--- src/rtl/fifo_wr_arbiter.sv ---
// fifo_wr_arbiter
//   Round-robin arbiter that shares one FIFO write port among NREQ producers.
//   The winner keeps the port for up to BURST beats. Each accepted beat is
//   acknowledged combinationally and written to the FIFO one cycle later
//   through a registered stage. Beats stall while the FIFO's 3/4-full flag
//   is high.
//
// Ports
//   clk         rising-edge clock
//   reset_n     asynchronous active-low reset
//   req         per-requester beat available (held with data until acked)
//   req_data    requester i data in bits [i*WIDTH +: WIDTH]
//   ack         combinational: beat of requester i accepted this cycle
//   grant       registered one-hot owner, all-zero while idle
//   fifo_full   FIFO 3/4 threshold flag
//   fifo_wr_en  registered FIFO write strobe
//   fifo_data   registered FIFO write data
//
// state   | meaning
// --------+-----------------------------------------------------------
// S_IDLE  | no owner; scan req from ptr and grant on the next edge
// S_BURST | owner holds the port; one beat per ack until BURST or release

module fifo_wr_arbiter #(
  parameter int NREQ  = 4,
  parameter int WIDTH = 8,
  parameter int BURST = 4
) (
  input  logic                  clk,
  input  logic                  reset_n,
  input  logic [NREQ-1:0]       req,
  input  logic [NREQ*WIDTH-1:0] req_data,
  output logic [NREQ-1:0]       ack,
  output logic [NREQ-1:0]       grant,
  input  logic                  fifo_full,
  output logic                  fifo_wr_en,
  output logic [WIDTH-1:0]      fifo_data
);

  localparam int PW = (NREQ > 1) ? $clog2(NREQ) : 1;
  localparam int CW = (BURST > 1) ? $clog2(BURST) : 1;
  localparam logic [CW-1:0] CNT_LAST  = CW'(BURST - 1);
  localparam logic [PW-1:0] OWNER_MAX = PW'(NREQ - 1);

  typedef enum logic {S_IDLE, S_BURST} state_t;

  state_t          state;
  logic [PW-1:0]   owner;
  logic [PW-1:0]   ptr;
  logic [CW-1:0]   cnt;

  logic [PW-1:0]   sel;
  logic            sel_vld;
  logic [NREQ-1:0] sel_onehot;
  logic [PW-1:0]   owner_nxt;
  logic            owner_req;
  logic [WIDTH-1:0] owner_data;

  // Rotating priority scan: offset k = 0 is the pointer itself, so the
  // requester after the last owner is looked at first.
  always_comb begin
    sel     = '0;
    sel_vld = 1'b0;
    for (int k = 0; k < NREQ; k++) begin
      for (int j = 0; j < NREQ; j++) begin
        if (!sel_vld && req[j] && (((int'(ptr) + k) % NREQ) == j)) begin
          sel_vld = 1'b1;
          sel     = PW'(j);
        end
      end
    end
  end

  always_comb begin
    sel_onehot = '0;
    owner_req  = 1'b0;
    owner_data = '0;
    ack        = '0;
    for (int i = 0; i < NREQ; i++) begin
      sel_onehot[i] = sel_vld && (sel == PW'(i));
      if (owner == PW'(i)) begin
        owner_req  = req[i];
        owner_data = req_data[i*WIDTH +: WIDTH];
      end
      // ack depends only on req, fifo_full and registered state; req_data
      // never reaches it.
      ack[i] = (state == S_BURST) && (owner == PW'(i)) && req[i] && !fifo_full;
    end
  end

  assign owner_nxt = (owner == OWNER_MAX) ? '0 : owner + 1'b1;

  always_ff @(posedge clk or negedge reset_n) begin
    if (!reset_n) begin
      state      <= S_IDLE;
      owner      <= '0;
      ptr        <= '0;
      cnt        <= '0;
      grant      <= '0;
      fifo_wr_en <= 1'b0;
      fifo_data  <= '0;
    end else if (state == S_IDLE) begin
      fifo_wr_en <= 1'b0;
      if (sel_vld && !fifo_full) begin
        state <= S_BURST;
        grant <= sel_onehot;
        owner <= sel;
        cnt   <= '0;
      end
    end else begin
      if (|ack) begin
        fifo_wr_en <= 1'b1;
        fifo_data  <= owner_data;
        cnt        <= cnt + 1'b1;
        if (cnt == CNT_LAST) begin
          state <= S_IDLE;
          grant <= '0;
          ptr   <= owner_nxt;
        end
      end else begin
        fifo_wr_en <= 1'b0;
        // Owner dropped its request: give the port back without a beat.
        // A stall on fifo_full alone keeps the grant indefinitely.
        if (!owner_req) begin
          state <= S_IDLE;
          grant <= '0;
          ptr   <= owner_nxt;
        end
      end
    end
  end

endmodule

--- config.mk ---
export PLATFORM = sky130hd
export DESIGN_NAME = fifo_wr_arbiter
export DESIGN_NICKNAME = d
export VERILOG_FILES = /design/src/rtl/fifo_wr_arbiter.sv
export SDC_FILE = /design/constraint.sdc
export NUM_CORES = 1
export LEC_CHECK = 0
export BUFFER_PORTS_ARGS = -buffer_cell sky130_fd_sc_hd__buf_2
export CORE_MARGIN = 5
export CORE_UTILIZATION = 54
export CTS_BUF_LIST = sky130_fd_sc_hd__clkbuf_8
export DETAILED_ROUTE_END_ITERATION = 7
export GPL_ROUTABILITY_DRIVEN = 1
export PLACE_DENSITY = 0.92
export SETUP_SLACK_MARGIN = 0.2
export SLEW_MARGIN = 20
export SYNTH_ARGS = -nofsm -noshare
export SYNTH_HDL_FRONTEND = slang
export SYNTH_SLANG_ARGS = --single-unit
--- constraint.sdc ---
create_clock -name clk -period 6.3 [get_ports clk]
set_clock_uncertainty 0.2 [all_clocks]
set_input_delay 0.315 -clock clk [delete_from_list [all_inputs] [get_ports clk]]
set_output_delay 0.315 -clock clk [all_outputs]
set_load 0.005 [all_outputs]
; ---- After elaboration in Yosys (flattened, before gate mapping)
; Cells that the tools add are included.
[word_totals]
reg_bits = 20
mem_bits_ro = 0
output_inout_bits = 17
latch_bits = 0
ram_bits = 0
memories = 0
in_bits = 39
[classes]
bitwise_logic = 4
shifts = 0
eq_ne = 24
n_addsub = 5
div_mod_pow = 0
muxes = 58
reduce_logical = 80
n_lt_le_gt_ge = 0
n_mul = 0
[op_table]
columns = operator, n
row1 = $logic_not A32 Y1, 4
row2 = $logic_and A1 B1 Y1, 48
row3 = $mux W2, 21
row4 = $mux W8, 4
row5 = $mux W1, 28
row6 = $mux W4, 5
row7 = $eq A3 B3 Y1 const B, 6
row8 = $logic_not A1 Y1, 16
row9 = $eq A2 B2 Y1 const B, 7
row10 = $eq A3 B2 Y1 const B, 3
row11 = $add A2 B1 Y2 const B, 3
row12 = $eq A2 B1 Y1 const B, 3
row13 = $ne A2 B1 Y1 const B, 3
row14 = $ne A3 B2 Y1 const B, 2
row15 = $reduce_and A2 Y1, 3
row16 = $reduce_and A3 Y1, 2
row17 = $reduce_or A2 Y1, 3
row18 = $add A2 B2 Y2 const B, 2
row19 = $logic_not A2 Y1, 2
row20 = $reduce_or A4 Y1, 1
row21 = $and A1 B1 Y1 const A, 3
row22 = $reduce_bool A2 Y1, 1
row23 = $not A1 Y1, 1

; ---- Depth between registers and ports, before layout
; Gate-level depths: netlist of the first run.
[logic_depth]
depth_word = 67
mapped_depth = 8
depth_no_buf = 6

; ---- Worst setup path after synthesis of the first run
; OpenSTA, ideal clock, no wires.
[synth_path]
path_type = flip-flop to flip-flop
from = register owner[0]
to = register ptr[0]
period_less_slack_ps = 2069
required_time_ps = 5972
path_slack_ps = 4231
path_stages_with_launch = 8
setup_time_ps = 128
path_buffers = 1
t_arrival_ps = 1741
path_cell_list = dfrtp_1 inv_1 ha_1 buf_2 a21oi_1 a221oi_4 o31ai_4 mux2_1
[synth_between]
elab_chain_cells = 7
[synth_rtl]
columns = element, line
row1 = start: declaration, 48  ; logic [PW-1:0] owner;
row2 = start signal: assignment, 107  ; owner <= sel;
row3 = $logic_not A2 Y1 (tied with other cells), "81, 87"
row4 = $mux W1 / $logic_and A1 B1 Y1 (equally long branches) (3 in a row), "81, 87"
row5 = $mux W1 / $reduce_or A4 Y1 (equally long branches), "81, 111"
row6 = $ne A2 B1 Y1 (no source line), --
row7 = $reduce_and A3 Y1 (no source line), --
row8 = end signal: assignment, 118  ; ptr <= owner_nxt;
row9 = end signal: assignment, 127  ; ptr <= owner_nxt;
row10 = end: declaration, 49  ; logic [PW-1:0] ptr;
; Several ways; a longest one is shown, not always the timed one. The select of a mux whose other input is x is not followed.
; A chain may end at the register's enable or synchronous reset.

; ---- Worst setup path after layout of the first run
; Ends and elaborated chain as after synthesis.

==> run_summary.xml, run 1 <==
<?xml version="1.0" encoding="UTF-8"?>
<metrics>
  <group name="cts">
    <metric name="worst_skew_pair.late_latency" unit="ns">0.25</metric>
    <metric name="cts-buffers-inserted" unit="">3</metric>
    <metric name="cts_tree" unit="">done</metric>
    <metric name="cts.htree.levels" unit="">1</metric>
    <metric name="cts_sinks" unit="">20</metric>
    <metric name="post-cts-setup-buffer-count" unit="">0</metric>
    <metric name="clk_pin_slew_worst_paths" unit="ns">0.07</metric>
    <metric name="deepest_clock_path_buffer_count" unit="">2</metric>
    <metric name="cts_root_buffer" unit="">clkbuf_8</metric>
  </group>
  <group name="yosys">
    <metric name="synth_simple_gate_area_share" unit="%">20.2</metric>
    <metric name="yosysUniqueCellTypes" unit="">36</metric>
    <metric name="synth_most_common_cell" unit="">dfrtp_1</metric>
    <metric name="synthArstFlopShare" unit="%">100</metric>
    <metric name="synth_seq_cells" unit="">20</metric>
    <metric name="dominant_combinational_cell_family_by_area_after_synthesis" unit="">compound AO/OA/AOI/OAI gates</metric>
    <metric name="syn_area_per_cell" unit="sq um">8.84</metric>
    <metric name="synth_top_cells_by_count" unit="">dfrtp_1 (20), nor2_1 (19), nor2b_1 (19)</metric>
    <metric name="synth-warning-count" unit="">0</metric>
    <metric name="yosys_most_used_dff" unit="">dfrtp_1</metric>
    <metric name="synthAdderAreaFrac" unit="%">4.34</metric>
    <metric name="netlist.area_leader.share" unit="%">34.7</metric>
    <metric name="synth-seq-area-share" unit="%">34.7</metric>
    <metric name="multiplexer_area_fraction_after_synthesis" unit="%">2.95</metric>
    <metric name="synth_area" unit="sq um">1440</metric>
    <metric name="syn-instance-count" unit="">163</metric>
    <metric name="synth_enable_flop_cells" unit="">0</metric>
    <metric name="synth_top_cells_by_area" unit="">dfrtp_1 (35%), nor2b_1 (8.2%), nor2_1 (4.9%), a221oi_1 (4.9%), o31a_1 (4.9%)</metric>
    <metric name="synthXorXnorAreaFrac" unit="%">0</metric>
    <metric name="synth.largest_area_cell" unit="">dfrtp_1</metric>
    <metric name="synth-compound-area-share" unit="%">30.2</metric>
    <metric name="synth_nets" unit="">207</metric>
  </group>
  <group name="run_status">
    <metric name="result_of_the_run" unit="">finished clean</metric>
  </group>
  <group name="die">
    <metric name="die_h" unit="microns">61.7</metric>
    <metric name="initial_utilization" unit="%">57.1</metric>
    <metric name="dieWidth" unit="microns">61.7</metric>
    <metric name="design.die.area" unit="sq um">3800</metric>
    <metric name="floorplan.core_area" unit="sq um">2520</metric>
    <metric name="fp-row-count" unit="">18</metric>
    <metric name="boundaryPins" unit="">56</metric>
  </group>
  <group name="sta">
    <metric name="totalNegativeSetupSlack" unit="ns">0</metric>
    <metric name="final_max_slew_viol_count" unit="">0</metric>
    <metric name="fmaxAchievable" unit="GHz">0.324</metric>
    <metric name="final.period_utilization" unit="%">49.0</metric>
    <metric name="setup_slack" unit="ns">3.22</metric>
    <metric name="finalHoldViolCount" unit="">0</metric>
    <metric name="timing.final.crit_period" unit="ns">3.08</metric>
    <metric name="setup_repair_after_global_routing_missed_its_margin" unit="">no</metric>
    <metric name="worst_slew_pin_slew" unit="ns">1.01</metric>
    <metric name="max_slew_margin" unit="%">32.7</metric>
    <metric name="setup_violations" unit="">0</metric>
  </group>
  <group name="layout">
    <metric name="proportion_of_layout_cells_with_a_drive_suffix_above_1" unit="%">31.4</metric>
    <metric name="area_growth_syn_to_layout" unit="%">21.0</metric>
    <metric name="final_core_utilization" unit="%">69.1</metric>
    <metric name="layout.nets" unit="">255</metric>
    <metric name="antenna_cells_inserted" unit="">0</metric>
    <metric name="postLayoutCellArea" unit="sq um">1740</metric>
    <metric name="stdcell_count" unit="">240</metric>
  </group>
  <group name="power">
    <metric name="power.net_switching" unit="uW">327</metric>
    <metric name="switching_share" unit="%">42.4</metric>
    <metric name="max-vdd-ir-drop" unit="mV">0.259</metric>
    <metric name="p_per_area" unit="nW/um^2">441</metric>
    <metric name="static-leakage-power" unit="uW">0.000805</metric>
    <metric name="power_report.internal_total" unit="uW">443</metric>
    <metric name="share_comb_of_total_power" unit="%">57.2</metric>
    <metric name="power_frac_clock" unit="%">12.4</metric>
    <metric name="power.sequential.fraction" unit="%">30.4</metric>
  </group>
  <group name="routing">
    <metric name="wl_per_cell" unit="microns">14.9</metric>
    <metric name="detail-route-antenna-nets" unit="">0</metric>
    <metric name="detail_route.first_pass.iterations" unit="">4</metric>
    <metric name="detail_route.iter0.violations" unit="">119</metric>
    <metric name="totalWireLength" unit="microns">3590</metric>
    <metric name="vias" unit="">1354</metric>
    <metric name="drt_drc_violations_left" unit="">0</metric>
    <metric name="drt-vias-per-instance" unit="">5.64</metric>
  </group>
  <group name="global_routing">
    <metric name="via_count_of_the_first_global_routing_pass" unit="">1218</metric>
    <metric name="grt_overflow" unit="">0</metric>
    <metric name="antenna_violations_before_repair" unit="">0</metric>
    <metric name="globalRouteTotalUtil" unit="%">18.8</metric>
    <metric name="grt_first_pass_wirelength" unit="microns">5290</metric>
    <metric name="grt_max_degree" unit="">23</metric>
  </group>
  <group name="placed_design">
    <metric name="place.gp.congestion" unit="">0.837</metric>
    <metric name="dp_hpwl" unit="microns">2830</metric>
    <metric name="post-place-cells" unit="">235</metric>
    <metric name="dpl_worst_slack" unit="ns">3.25</metric>
    <metric name="placement.cell_area" unit="sq um">1680</metric>
    <metric name="portBuffers" unit="">55</metric>
  </group>
  <group name="setup_path">
    <metric name="critPathMaxFanout" unit="">22</metric>
    <metric name="slowest_delay" unit="ns">0.86</metric>
    <metric name="crit_buf_inv" unit="">1</metric>
    <metric name="startpoint_type" unit="">register</metric>
    <metric name="crit_chain" unit="">inv_1 -&gt; ha_1 -&gt; a22oi_2 -&gt; a31oi_2 -&gt; o31ai_4 -&gt; mux2_1</metric>
    <metric name="crit_path_top_delay_cell" unit="">a31oi_2</metric>
    <metric name="crit_arrival" unit="ns">3.02</metric>
    <metric name="critical-path-top-delay-family" unit="">compound AO/OA/AOI/OAI gates</metric>
    <metric name="critPathRequiredTime" unit="ns">6.24</metric>
    <metric name="critical_path_class" unit="">reg -&gt; reg</metric>
    <metric name="crit_path_end_kind" unit="">register</metric>
  </group>
  <group name="run">
    <metric name="cap_viol_max_count" unit="">0</metric>
  </group>
  <group name="worst_hold_path">
    <metric name="min-delay-path-class" unit="">in -&gt; reg</metric>
  </group>
</metrics>
## path summary, 6_finish.rpt
path	startpoint	endpoint	slack, ns	depth (start not counted)
setup / recovery	owner[0]$_DFFE_PN0P_	ptr[0]$_DFFE_PN0P_	3.22	6
hold / removal	fifo_full	state$_DFF_PN0_	0.17	4
setup reg to reg	owner[0]$_DFFE_PN0P_	ptr[0]$_DFFE_PN0P_	3.22	6
hold reg to reg	cnt[0]$_DFFE_PN0P_	cnt[0]$_DFFE_PN0P_	0.29	1
max in group asynchronous	reset_n	fifo_data[5]$_DFFE_PN0P_	5.27	2
min in group asynchronous	reset_n	grant[1]$_DFFE_PN0P_	0.32	2
## power by group through the flow
| stage | clock, uW | combinational (uW) | sequential, uW |
|---|---|---|---|
| floorplan | 0 | 322 | 233 |
| global placement | 0 | 423 | 233 |
| detailed placement | 0 | 437 | 235 |
| CTS | 97.8 | 440 | 233 |
| global route | 102 | 484 | 241 |
| finish | 95.6 | 441 | 234 |
## stage by stage
| step | hold slack (ns) | power, uW |
|---|---|---|
| CTS | 0.160 | 771 |
| global route | 0.199 | 828 |
| global placement | 0.0763 | 656 |
| floorplan | -0.181 | 555 |
| finish | 0.166 | 770 |
| detailed placement | 0.0763 | 672 |
## final cells by class
type / instances / area [sq um]
Inverter: 9 / 33.8
Multi-Input combinational cell: 121 / 832
Sequential cell: 20 / 500
Clock buffer: 4 / 55.1
Tap cell: 30 / 37.5
Fill cell: 217 / 778
Timing Repair Buffer: 56 / 285
## flip-flops by register name (all words and copies together), names as in the netlist
| signal | cells |
|---|---|
| cnt | 2 |
| fifo_wr_en | 1 |
| ptr | 2 |
| grant | 4 |
| owner | 2 |
| fifo_data | 8 |
| state | 1 |
## cells in the final DEF, fill, tap and decap left out, drive strengths merged, types with 4 or more instances in the layout
| cell | netlist | final |
|---|---|---|
| inv | 9 | 9 |
| nand2 | 18 | 18 |
| a21oi | 13 | 13 |
| ha | 5 | 5 |
| o31a | 8 | 8 |
| nor2b | 19 | 19 |
| a221oi | 9 | 9 |
| dfrtp | 20 | 20 |
| buf | 12 | 55 |
| nor2 | 19 | 19 |
| o21ai | 5 | 5 |
| clkbuf | 1 | 4 |
## layer usage
metal | track usage (%) | wire length [microns] | up-vias | share of wire (%)
li1 | - | - | 677 | -
met1 | 26.5 | 1600 | 638 | 44
met2 | 29.7 | 1750 | 32 | 49
met3 | 2.73 | 178 | 7 | 5.0
met4 | 6.36 | 59 | 0 | 1.6
met5 | 0 | 0 | - | 0
## repair_timing
item                                   in CTS  in global routing
resized for setup                           0                  0
endpoints found under the hold margin      20                  0
hold buffers                                1                  0
## logic make-up after synthesis
group           after synthesis
fa+ha+maj                     5
compound gates               51
buf+inv                      22
mux                           4
flops                        20
simple gates                 61
## tightest hold or removal path: cells and delay by family
kind,cells,cell delay (ns)
buf+inv,1,0.09
simple gates,3,0.18
(Power assumes the default switching activity.)
==> run 2: changes to the inputs <==
--- a/config.mk
+++ b/config.mk
@@ -7,11 +7,11 @@
 export LEC_CHECK = 0
 export BUFFER_PORTS_ARGS = -buffer_cell sky130_fd_sc_hd__buf_2
 export CORE_MARGIN = 5
-export CORE_UTILIZATION = 54
+export CORE_UTILIZATION = 45
 export CTS_BUF_LIST = sky130_fd_sc_hd__clkbuf_8
 export DETAILED_ROUTE_END_ITERATION = 7
 export GPL_ROUTABILITY_DRIVEN = 1
-export PLACE_DENSITY = 0.92
+export PLACE_DENSITY = 0.83
 export SETUP_SLACK_MARGIN = 0.2
 export SLEW_MARGIN = 20
 export SYNTH_ARGS = -nofsm -noshare
==> constraint.sdc (replaced) <==
create_clock -name clk -period 2.5 [get_ports clk]
set_clock_uncertainty 0.2 [all_clocks]
set_input_delay 0.125 -clock clk [delete_from_list [all_inputs] [get_ports clk]]
set_output_delay 0.125 -clock clk [all_outputs]
set_load 0.005 [all_outputs]
==> run 2 against run 1 <==
Effect of this change: global-route usage is 2.4 points lower; largest power group unchanged; sequential share of layout area down 1.1 points; total power grew to 2.6 times the previous value; die area rose by 17%; hold slack got worse by 0.13 ns; setup slack got worse by 2.9 ns.
==> run_summary.xml, run 2 (synthesis gave the netlist of run 1 again) <==
<?xml version="1.0" encoding="UTF-8"?>
<metrics>
  <group name="die">
    <metric name="initial_utilization" unit="%">47.2</metric>
    <metric name="boundaryPins" unit="">56</metric>
    <metric name="die_h" unit="microns">66.6</metric>
    <metric name="floorplan.core_area" unit="sq um">3050</metric>
    <metric name="design.die.area" unit="sq um">4430</metric>
    <metric name="fp-row-count" unit="">20</metric>
    <metric name="dieWidth" unit="microns">66.6</metric>
  </group>
  <group name="routing">
    <metric name="vias" unit="">1360</metric>
    <metric name="detail_route.iter0.violations" unit="">144</metric>
    <metric name="detail-route-antenna-nets" unit="">0</metric>
    <metric name="drt-vias-per-instance" unit="">5.23</metric>
    <metric name="totalWireLength" unit="microns">3640</metric>
    <metric name="detail_route.first_pass.iterations" unit="">4</metric>
    <metric name="drt_drc_violations_left" unit="">0</metric>
    <metric name="wl_per_cell" unit="microns">14.0</metric>
  </group>
  <group name="setup_path">
    <metric name="crit_chain" unit="">inv_1 -&gt; ha_1 -&gt; a22oi_2 -&gt; a31oi_2 -&gt; o31ai_4 -&gt; mux2_1</metric>
    <metric name="crit_buf_inv" unit="">1</metric>
    <metric name="setup.worst_path.start" unit="">owner[0]$_DFFE_PN0P_</metric>
    <metric name="slowest_delay" unit="ns">0.41</metric>
    <metric name="critPathRequiredTime" unit="ns">2.44</metric>
    <metric name="crit_path_end_kind" unit="">register</metric>
    <metric name="crit_path_top_delay_cell" unit="">dfrtp_1</metric>
    <metric name="crit_arrival" unit="ns">2.14</metric>
    <metric name="startpoint_type" unit="">register</metric>
    <metric name="critical-path-top-delay-family" unit="">compound AO/OA/AOI/OAI gates</metric>
    <metric name="ff2ff_setup_slack" unit="ns">0.31</metric>
    <metric name="critPathMaxFanout" unit="">5</metric>
    <metric name="critical_path_class" unit="">reg -&gt; reg</metric>
    <metric name="regToRegStartpoint" unit="">owner[0]$_DFFE_PN0P_</metric>
    <metric name="count_of_cell_instances_traversed_by_the_critical_path" unit="">6</metric>
    <metric name="reg2regPathDepth" unit="">6</metric>
  </group>
  <group name="sta">
    <metric name="totalNegativeSetupSlack" unit="ns">0</metric>
    <metric name="final.period_utilization" unit="%">87.8</metric>
    <metric name="setup_violations" unit="">0</metric>
    <metric name="finalHoldViolCount" unit="">0</metric>
    <metric name="fmaxAchievable" unit="GHz">0.456</metric>
    <metric name="final_max_slew_viol_count" unit="">0</metric>
    <metric name="worst_slew_pin_slew" unit="ns">0.458</metric>
    <metric name="max_slew_margin" unit="%">69.4</metric>
    <metric name="setup_repair_after_global_routing_missed_its_margin" unit="">yes</metric>
    <metric name="timing.final.crit_period" unit="ns">2.19</metric>
  </group>
  <group name="global_routing">
    <metric name="grt_first_pass_wirelength" unit="microns">5570</metric>
    <metric name="globalRouteTotalUtil" unit="%">16.4</metric>
    <metric name="grt_overflow" unit="">0</metric>
    <metric name="grt_max_degree" unit="">21</metric>
    <metric name="antenna_violations_before_repair" unit="">0</metric>
    <metric name="via_count_of_the_first_global_routing_pass" unit="">1227</metric>
  </group>
  <group name="layout">
    <metric name="layout.nets" unit="">261</metric>
    <metric name="largestRegisters" unit="">fifo_data (8), grant (4)</metric>
    <metric name="antenna_cells_inserted" unit="">0</metric>
    <metric name="layout.filler_cells" unit="">291</metric>
    <metric name="number_of_flip_flops_in_the_largest_register" unit="">8</metric>
    <metric name="layout.cells.most_common_list" unit="">buf_2 (55), dfrtp_1 (20), nor2_1 (19), nor2b_1 (19), nand2_1 (18)</metric>
    <metric name="area_growth_syn_to_layout" unit="%">26.0</metric>
    <metric name="proportion_of_layout_cells_with_a_drive_suffix_above_1" unit="%">33.3</metric>
    <metric name="mostFrequentLayoutCell" unit="">buf_2</metric>
    <metric name="stdcell_count" unit="">260</metric>
    <metric name="regMostFlops" unit="">fifo_data</metric>
  </group>
  <group name="placed_design">
    <metric name="place.gp.congestion" unit="">0.894</metric>
    <metric name="post-place-cells" unit="">253</metric>
    <metric name="portBuffers" unit="">55</metric>
    <metric name="dp_hpwl" unit="microns">2880</metric>
  </group>
  <group name="power">
    <metric name="max-vdd-ir-drop" unit="mV">0.530</metric>
    <metric name="p_per_area" unit="nW/um^2">1090</metric>
    <metric name="static-leakage-power" unit="uW">0.000838</metric>
  </group>
  <group name="run">
    <metric name="cap_viol_max_count" unit="">0</metric>
  </group>
  <group name="worst_hold_path">
    <metric name="worstHoldPathCells" unit="">4</metric>
    <metric name="hold_start" unit="">req_data[27]</metric>
    <metric name="min-delay-path-class" unit="">in -&gt; reg</metric>
  </group>
  <group name="cts">
    <metric name="worst_skew_pair.late_latency" unit="ns">0.26</metric>
    <metric name="cts.htree.levels" unit="">1</metric>
    <metric name="cts_tree" unit="">done</metric>
    <metric name="clk_pin_slew_worst_paths" unit="ns">0.07</metric>
    <metric name="cts_root_buffer" unit="">clkbuf_8</metric>
    <metric name="deepest_clock_path_buffer_count" unit="">2</metric>
    <metric name="cts-buffers-inserted" unit="">3</metric>
    <metric name="cts_sinks" unit="">20</metric>
  </group>
  <group name="run_status">
    <metric name="result_of_the_run" unit="">finished clean</metric>
  </group>
</metrics>
==> run 2: cell types whose count changed in the layout (fill, tap and decap cells not counted) <==
cell and delta:
o311ai_1 -1, buf_4 +5, o311ai_2 +1, dlygate4sd3_1 +1
==> run 2: layer usage <==
metal / up-vias / GRT usage, % / part of all wire, %
met1: 634 / 21.8 / 45
met2: 37 / 26.5 / 49
met4: 0 / 6.85 / 1.4
met3: 4 / 2.53 / 5.1
li1: 685 / - / -
met5: - / 0 / 0
==> run 2: final timing paths <==
| path | end |
|---|---|
| worst max-delay path | ptr[1]$_DFFE_PN0P_ |
| worst min-delay path | fifo_data[3]$_DFFE_PN0P_ |
| worst max register to register | ptr[1]$_DFFE_PN0P_ |
| worst min register to register | cnt[0]$_DFFE_PN0P_ |
| max in group asynchronous | fifo_data[0]$_DFFE_PN0P_ |
| min in group asynchronous | grant[0]$_DFFE_PN0P_ |
==> run 2: repair_timing <==
item / 4_1_cts / 5_1_grt
hold endpoints to repair: 21 / 0
setup endpoints to repair: 0 / 4
resized for setup: 0 / 1
hold buffers: 2 / 0
setup buffers: 0 / 1
==> run 2: report_power, final <==
| group | internal, uW | switching [uW] | total [uW] |
|---|---|---|---|
| combinational | 547 | 612 | 1160 |
| sequential | 475 | 108 | 583 |
| clock | 140 | 107 | 247 |
| total | 1160 | 827 | 1990 |
==> run 2: worst register-to-register path: stages, from the launching register on <==
cell and delay, ns:
dfrtp_1 0.41, inv_1 0.08, ha_1 0.29, a22oi_2 0.22, a31oi_2 0.18, o31ai_4 0.35
mux2_1 0.35
==> run 2: final cells by class <==
class / instances / area, sq um / area share (%)
clock buffer: 4 / 55.1 / 3.03
tap: 44 / 55.1 / 3.03
sequential: 20 / 500 / 27.5
multi-input combinational: 121 / 840 / 46.2
timing repair buffer: 62 / 333 / 18.3
inverter: 9 / 33.8 / 1.86
==> run 2: stage by stage <==
stage          total power, uW  instance area, sq um  worst slack, ns  utilization [%]  hold WS, ns
2_1_floorplan             1400                  1440            0.431                -       -0.371
3_3_place_gp              1690                  1730            0.379             56.6       -0.111
3_5_place_dp              1730                  1730            0.319             56.6       -0.105
4_1_cts                   1980                  1800            0.298             59.0       0.0409
5_1_grt                   2160                  1820            0.175             59.5       0.0606
6_report                  1990                  1820            0.306             59.5       0.0406
==> run 3: changes to the inputs <==
--- a/config.mk
+++ b/config.mk
@@ -11,7 +11,7 @@
 export CTS_BUF_LIST = sky130_fd_sc_hd__clkbuf_8
 export DETAILED_ROUTE_END_ITERATION = 7
 export GPL_ROUTABILITY_DRIVEN = 1
-export PLACE_DENSITY = 0.83
+export PLACE_DENSITY = 0.78
 export SETUP_SLACK_MARGIN = 0.2
 export SLEW_MARGIN = 20
 export SYNTH_ARGS = -nofsm -noshare
==> run 3 against run 2 <==
Effect of this change: sequential share of layout area decreased by 0.19 points; wire length decreased by 2.3%; fmax increased by 1.5%; largest cell class unchanged; core utilization increased by 0.41 points; critical endpoint is now ptr[0]$_DFFE_PN0P_.
==> run_summary.xml, run 3 (synthesis gave the netlist of run 1 again) <==
<?xml version="1.0" encoding="UTF-8"?>
<metrics>
  <group name="die">
    <metric name="boundaryPins" unit="">56</metric>
    <metric name="die_h" unit="microns">66.6</metric>
    <metric name="floorplan.core_area" unit="sq um">3050</metric>
    <metric name="initial_utilization" unit="%">47.2</metric>
    <metric name="design.die.area" unit="sq um">4430</metric>
    <metric name="fp-row-count" unit="">20</metric>
    <metric name="dieWidth" unit="microns">66.6</metric>
  </group>
  <group name="power">
    <metric name="power.net_switching" unit="uW">825</metric>
    <metric name="static-leakage-power" unit="uW">0.000840</metric>
    <metric name="max-vdd-ir-drop" unit="mV">0.567</metric>
    <metric name="power.sequential.fraction" unit="%">28.5</metric>
    <metric name="power_report.internal_total" unit="uW">1240</metric>
    <metric name="power_frac_clock" unit="%">15.4</metric>
    <metric name="switching_share" unit="%">40.0</metric>
    <metric name="share_comb_of_total_power" unit="%">56.1</metric>
    <metric name="p_per_area" unit="nW/um^2">1130</metric>
  </group>
  <group name="run">
    <metric name="cap_viol_max_count" unit="">0</metric>
  </group>
  <group name="routing">
    <metric name="wl_per_cell" unit="microns">13.7</metric>
    <metric name="drt-vias-per-instance" unit="">5.13</metric>
    <metric name="detail-route-antenna-nets" unit="">0</metric>
    <metric name="detail_route.first_pass.iterations" unit="">4</metric>
    <metric name="detail_route.iter0.violations" unit="">111</metric>
    <metric name="drt_drc_violations_left" unit="">0</metric>
    <metric name="totalWireLength" unit="microns">3550</metric>
    <metric name="vias" unit="">1328</metric>
  </group>
  <group name="sta">
    <metric name="setup_violations" unit="">0</metric>
    <metric name="totalNegativeSetupSlack" unit="ns">0</metric>
    <metric name="fmaxAchievable" unit="GHz">0.462</metric>
    <metric name="final.hold.worst_slack" unit="ns">0.0105</metric>
    <metric name="timing.final.crit_period" unit="ns">2.16</metric>
    <metric name="worst_slew_pin_slew" unit="ns">0.445</metric>
    <metric name="final.period_utilization" unit="%">86.5</metric>
    <metric name="final_max_slew_viol_count" unit="">0</metric>
    <metric name="finalHoldViolCount" unit="">0</metric>
    <metric name="max_slew_margin" unit="%">70.3</metric>
    <metric name="setup_repair_after_global_routing_missed_its_margin" unit="">no</metric>
  </group>
  <group name="layout">
    <metric name="layout.nets" unit="">260</metric>
    <metric name="layout.cells.most_common_list" unit="">buf_2 (55), dfrtp_1 (20), nor2_1 (19), nor2b_1 (19), nand2_1 (18)</metric>
    <metric name="antenna_cells_inserted" unit="">0</metric>
    <metric name="number_of_flip_flops_in_the_largest_register" unit="">8</metric>
    <metric name="mostFrequentLayoutCell" unit="">buf_2</metric>
    <metric name="regMostFlops" unit="">fifo_data</metric>
    <metric name="proportion_of_layout_cells_with_a_drive_suffix_above_1" unit="%">34.4</metric>
    <metric name="postLayoutCellArea" unit="sq um">1830</metric>
    <metric name="area_growth_syn_to_layout" unit="%">26.9</metric>
    <metric name="largestRegisters" unit="">fifo_data (8), grant (4)</metric>
  </group>
  <group name="global_routing">
    <metric name="via_count_of_the_first_global_routing_pass" unit="">1190</metric>
    <metric name="global_route.usage.met3" unit="%">2.53</metric>
    <metric name="globalRouteTotalUtil" unit="%">16.2</metric>
    <metric name="antenna_violations_before_repair" unit="">0</metric>
    <metric name="most_utilized_layer_in_the_global_route_result" unit="">met2</metric>
    <metric name="grt.met2_usage" unit="%">24.0</metric>
    <metric name="grt_overflow" unit="">0</metric>
    <metric name="groute.layer.met1.usage" unit="%">23.5</metric>
    <metric name="grt_first_pass_wirelength" unit="microns">5520</metric>
    <metric name="grt_max_degree" unit="">21</metric>
  </group>
  <group name="setup_path">
    <metric name="regToRegStartpoint" unit="">owner[0]$_DFFE_PN0P_</metric>
    <metric name="crit_path_top_delay_cell" unit="">dfrtp_1</metric>
    <metric name="crit_path_end_kind" unit="">register</metric>
    <metric name="reg2regPathDepth" unit="">7</metric>
    <metric name="critical_path_class" unit="">reg -&gt; reg</metric>
    <metric name="critPathRequiredTime" unit="ns">2.44</metric>
    <metric name="startpoint_type" unit="">register</metric>
    <metric name="ff2ff_setup_slack" unit="ns">0.34</metric>
    <metric name="crit_arrival" unit="ns">2.10</metric>
    <metric name="critPathMaxFanout" unit="">12</metric>
    <metric name="regToRegEndpoint" unit="">ptr[0]$_DFFE_PN0P_</metric>
    <metric name="crit_chain" unit="">inv_1 -&gt; ha_1 -&gt; buf_4 -&gt; a21oi_2 -&gt; a221oi_4 -&gt; o31ai_4 -&gt; mux2_1</metric>
    <metric name="slowest_delay" unit="ns">0.42</metric>
  </group>
  <group name="cts">
    <metric name="deepest_clock_path_buffer_count" unit="">2</metric>
    <metric name="cts.htree.levels" unit="">1</metric>
    <metric name="cts-buffers-inserted" unit="">3</metric>
    <metric name="clk_pin_slew_worst_paths" unit="ns">0.07</metric>
    <metric name="cts_tree" unit="">done</metric>
    <metric name="cts_sinks" unit="">20</metric>
    <metric name="worst_skew_pair.late_latency" unit="ns">0.25</metric>
    <metric name="cts_root_buffer" unit="">clkbuf_8</metric>
  </group>
  <group name="run_status">
    <metric name="result_of_the_run" unit="">finished clean</metric>
  </group>
  <group name="placed_design">
    <metric name="portBuffers" unit="">55</metric>
    <metric name="place.gp.congestion" unit="">0.924</metric>
    <metric name="dp_hpwl" unit="microns">2860</metric>
    <metric name="placement.cell_area" unit="sq um">1730</metric>
  </group>
  <group name="worst_hold_path">
    <metric name="hold_start" unit="">fifo_full</metric>
    <metric name="holdPathEnd" unit="">state$_DFF_PN0_</metric>
    <metric name="worstHoldPathCells" unit="">4</metric>
    <metric name="min-delay-path-class" unit="">in -&gt; reg</metric>
  </group>
</metrics>
## run 3: cell count changes in the layout (fill, tap and decap cells not counted), sizes merged
cell and change:
clkbuf -1, dlygate4sd3 -1, bufinv +1
## run 3: power groups by stage
stage          Combinational [uW]  Sequential (uW)  Clock, uW
6_report                     1160              588        317
3_3_place_gp                 1120              589          0
4_1_cts                      1150              588        325
5_1_grt                      1300              609        342
3_5_place_dp                 1140              593          0
2_1_floorplan                 811              587          0
## run 3: how the worst max path moves through the flow
stage | from | endpoint | slack (ns)
final | owner[0]$_DFFE_PN0P_ | ptr[0]$_DFFE_PN0P_ | 0.34
after global routing | owner[0]$_DFFE_PN0P_ | ptr[0]$_DFFE_PN0P_ | 0.21
after CTS | owner[0]$_DFFE_PN0P_ | grant[0]$_DFFE_PN0P_ | 0.23
after detailed placement | owner[0]$_DFFE_PN0P_ | grant[0]$_DFFE_PN0P_ | 0.24
after global placement | owner[0]$_DFFE_PN0P_ | grant[0]$_DFFE_PN0P_ | 0.33
after floorplan | owner[0]$_DFFE_PN0P_ | ptr[0]$_DFFE_PN0P_ | 0.43
## run 3: layout make-up
| type | instances | area (sq um) |
|---|---|---|
| timing repair buffer | 61 | 323 |
| clock buffer | 3 | 41.3 |
| multi-input combinational | 121 | 846 |
| inverter | 9 | 33.8 |
| tap | 44 | 55.1 |
| sequential | 20 | 500 |
| fill | 285 | 1220 |
| clock inverter | 1 | 30.0 |
## run 3: worst max-delay path, delay by kind of cell, from the launching register on
kind | cells | cell delay [ns]
AOI/OAI and AO/OA | 3 | 0.57
muxes | 1 | 0.35
DFF | 1 | 0.42
buffers and inverters | 2 | 0.28
adders and majority gates | 1 | 0.24
## run 3: what timing repair did
item / 4_1_cts / 5_1_grt
hold buffers: 1 / 0
resized for setup: 0 / 3
endpoints found under the setup margin: 0 / 6
hold endpoints to repair: 20 / 0
setup buffers: 0 / 0
## run 3: per-layer routing
metal,wire length (microns),up-vias
li1,-,683
met1,1660,610
met2,1690,33
met3,177,2
met4,27,0
met5,0,-
## run 3: through the flow
| stage | util, % | cells | total power [uW] | worst slack [ns] |
|---|---|---|---|---|
| after floorplan | - | 163 | 1400 | 0.431 |
| after global placement | 56.8 | 254 | 1700 | 0.327 |
| after detailed placement | 56.8 | 254 | 1730 | 0.240 |
| after CTS | 59.5 | 259 | 2060 | 0.230 |
| after global routing | 59.9 | 259 | 2250 | 0.209 |
| final | 59.9 | 259 | 2060 | 0.337 |
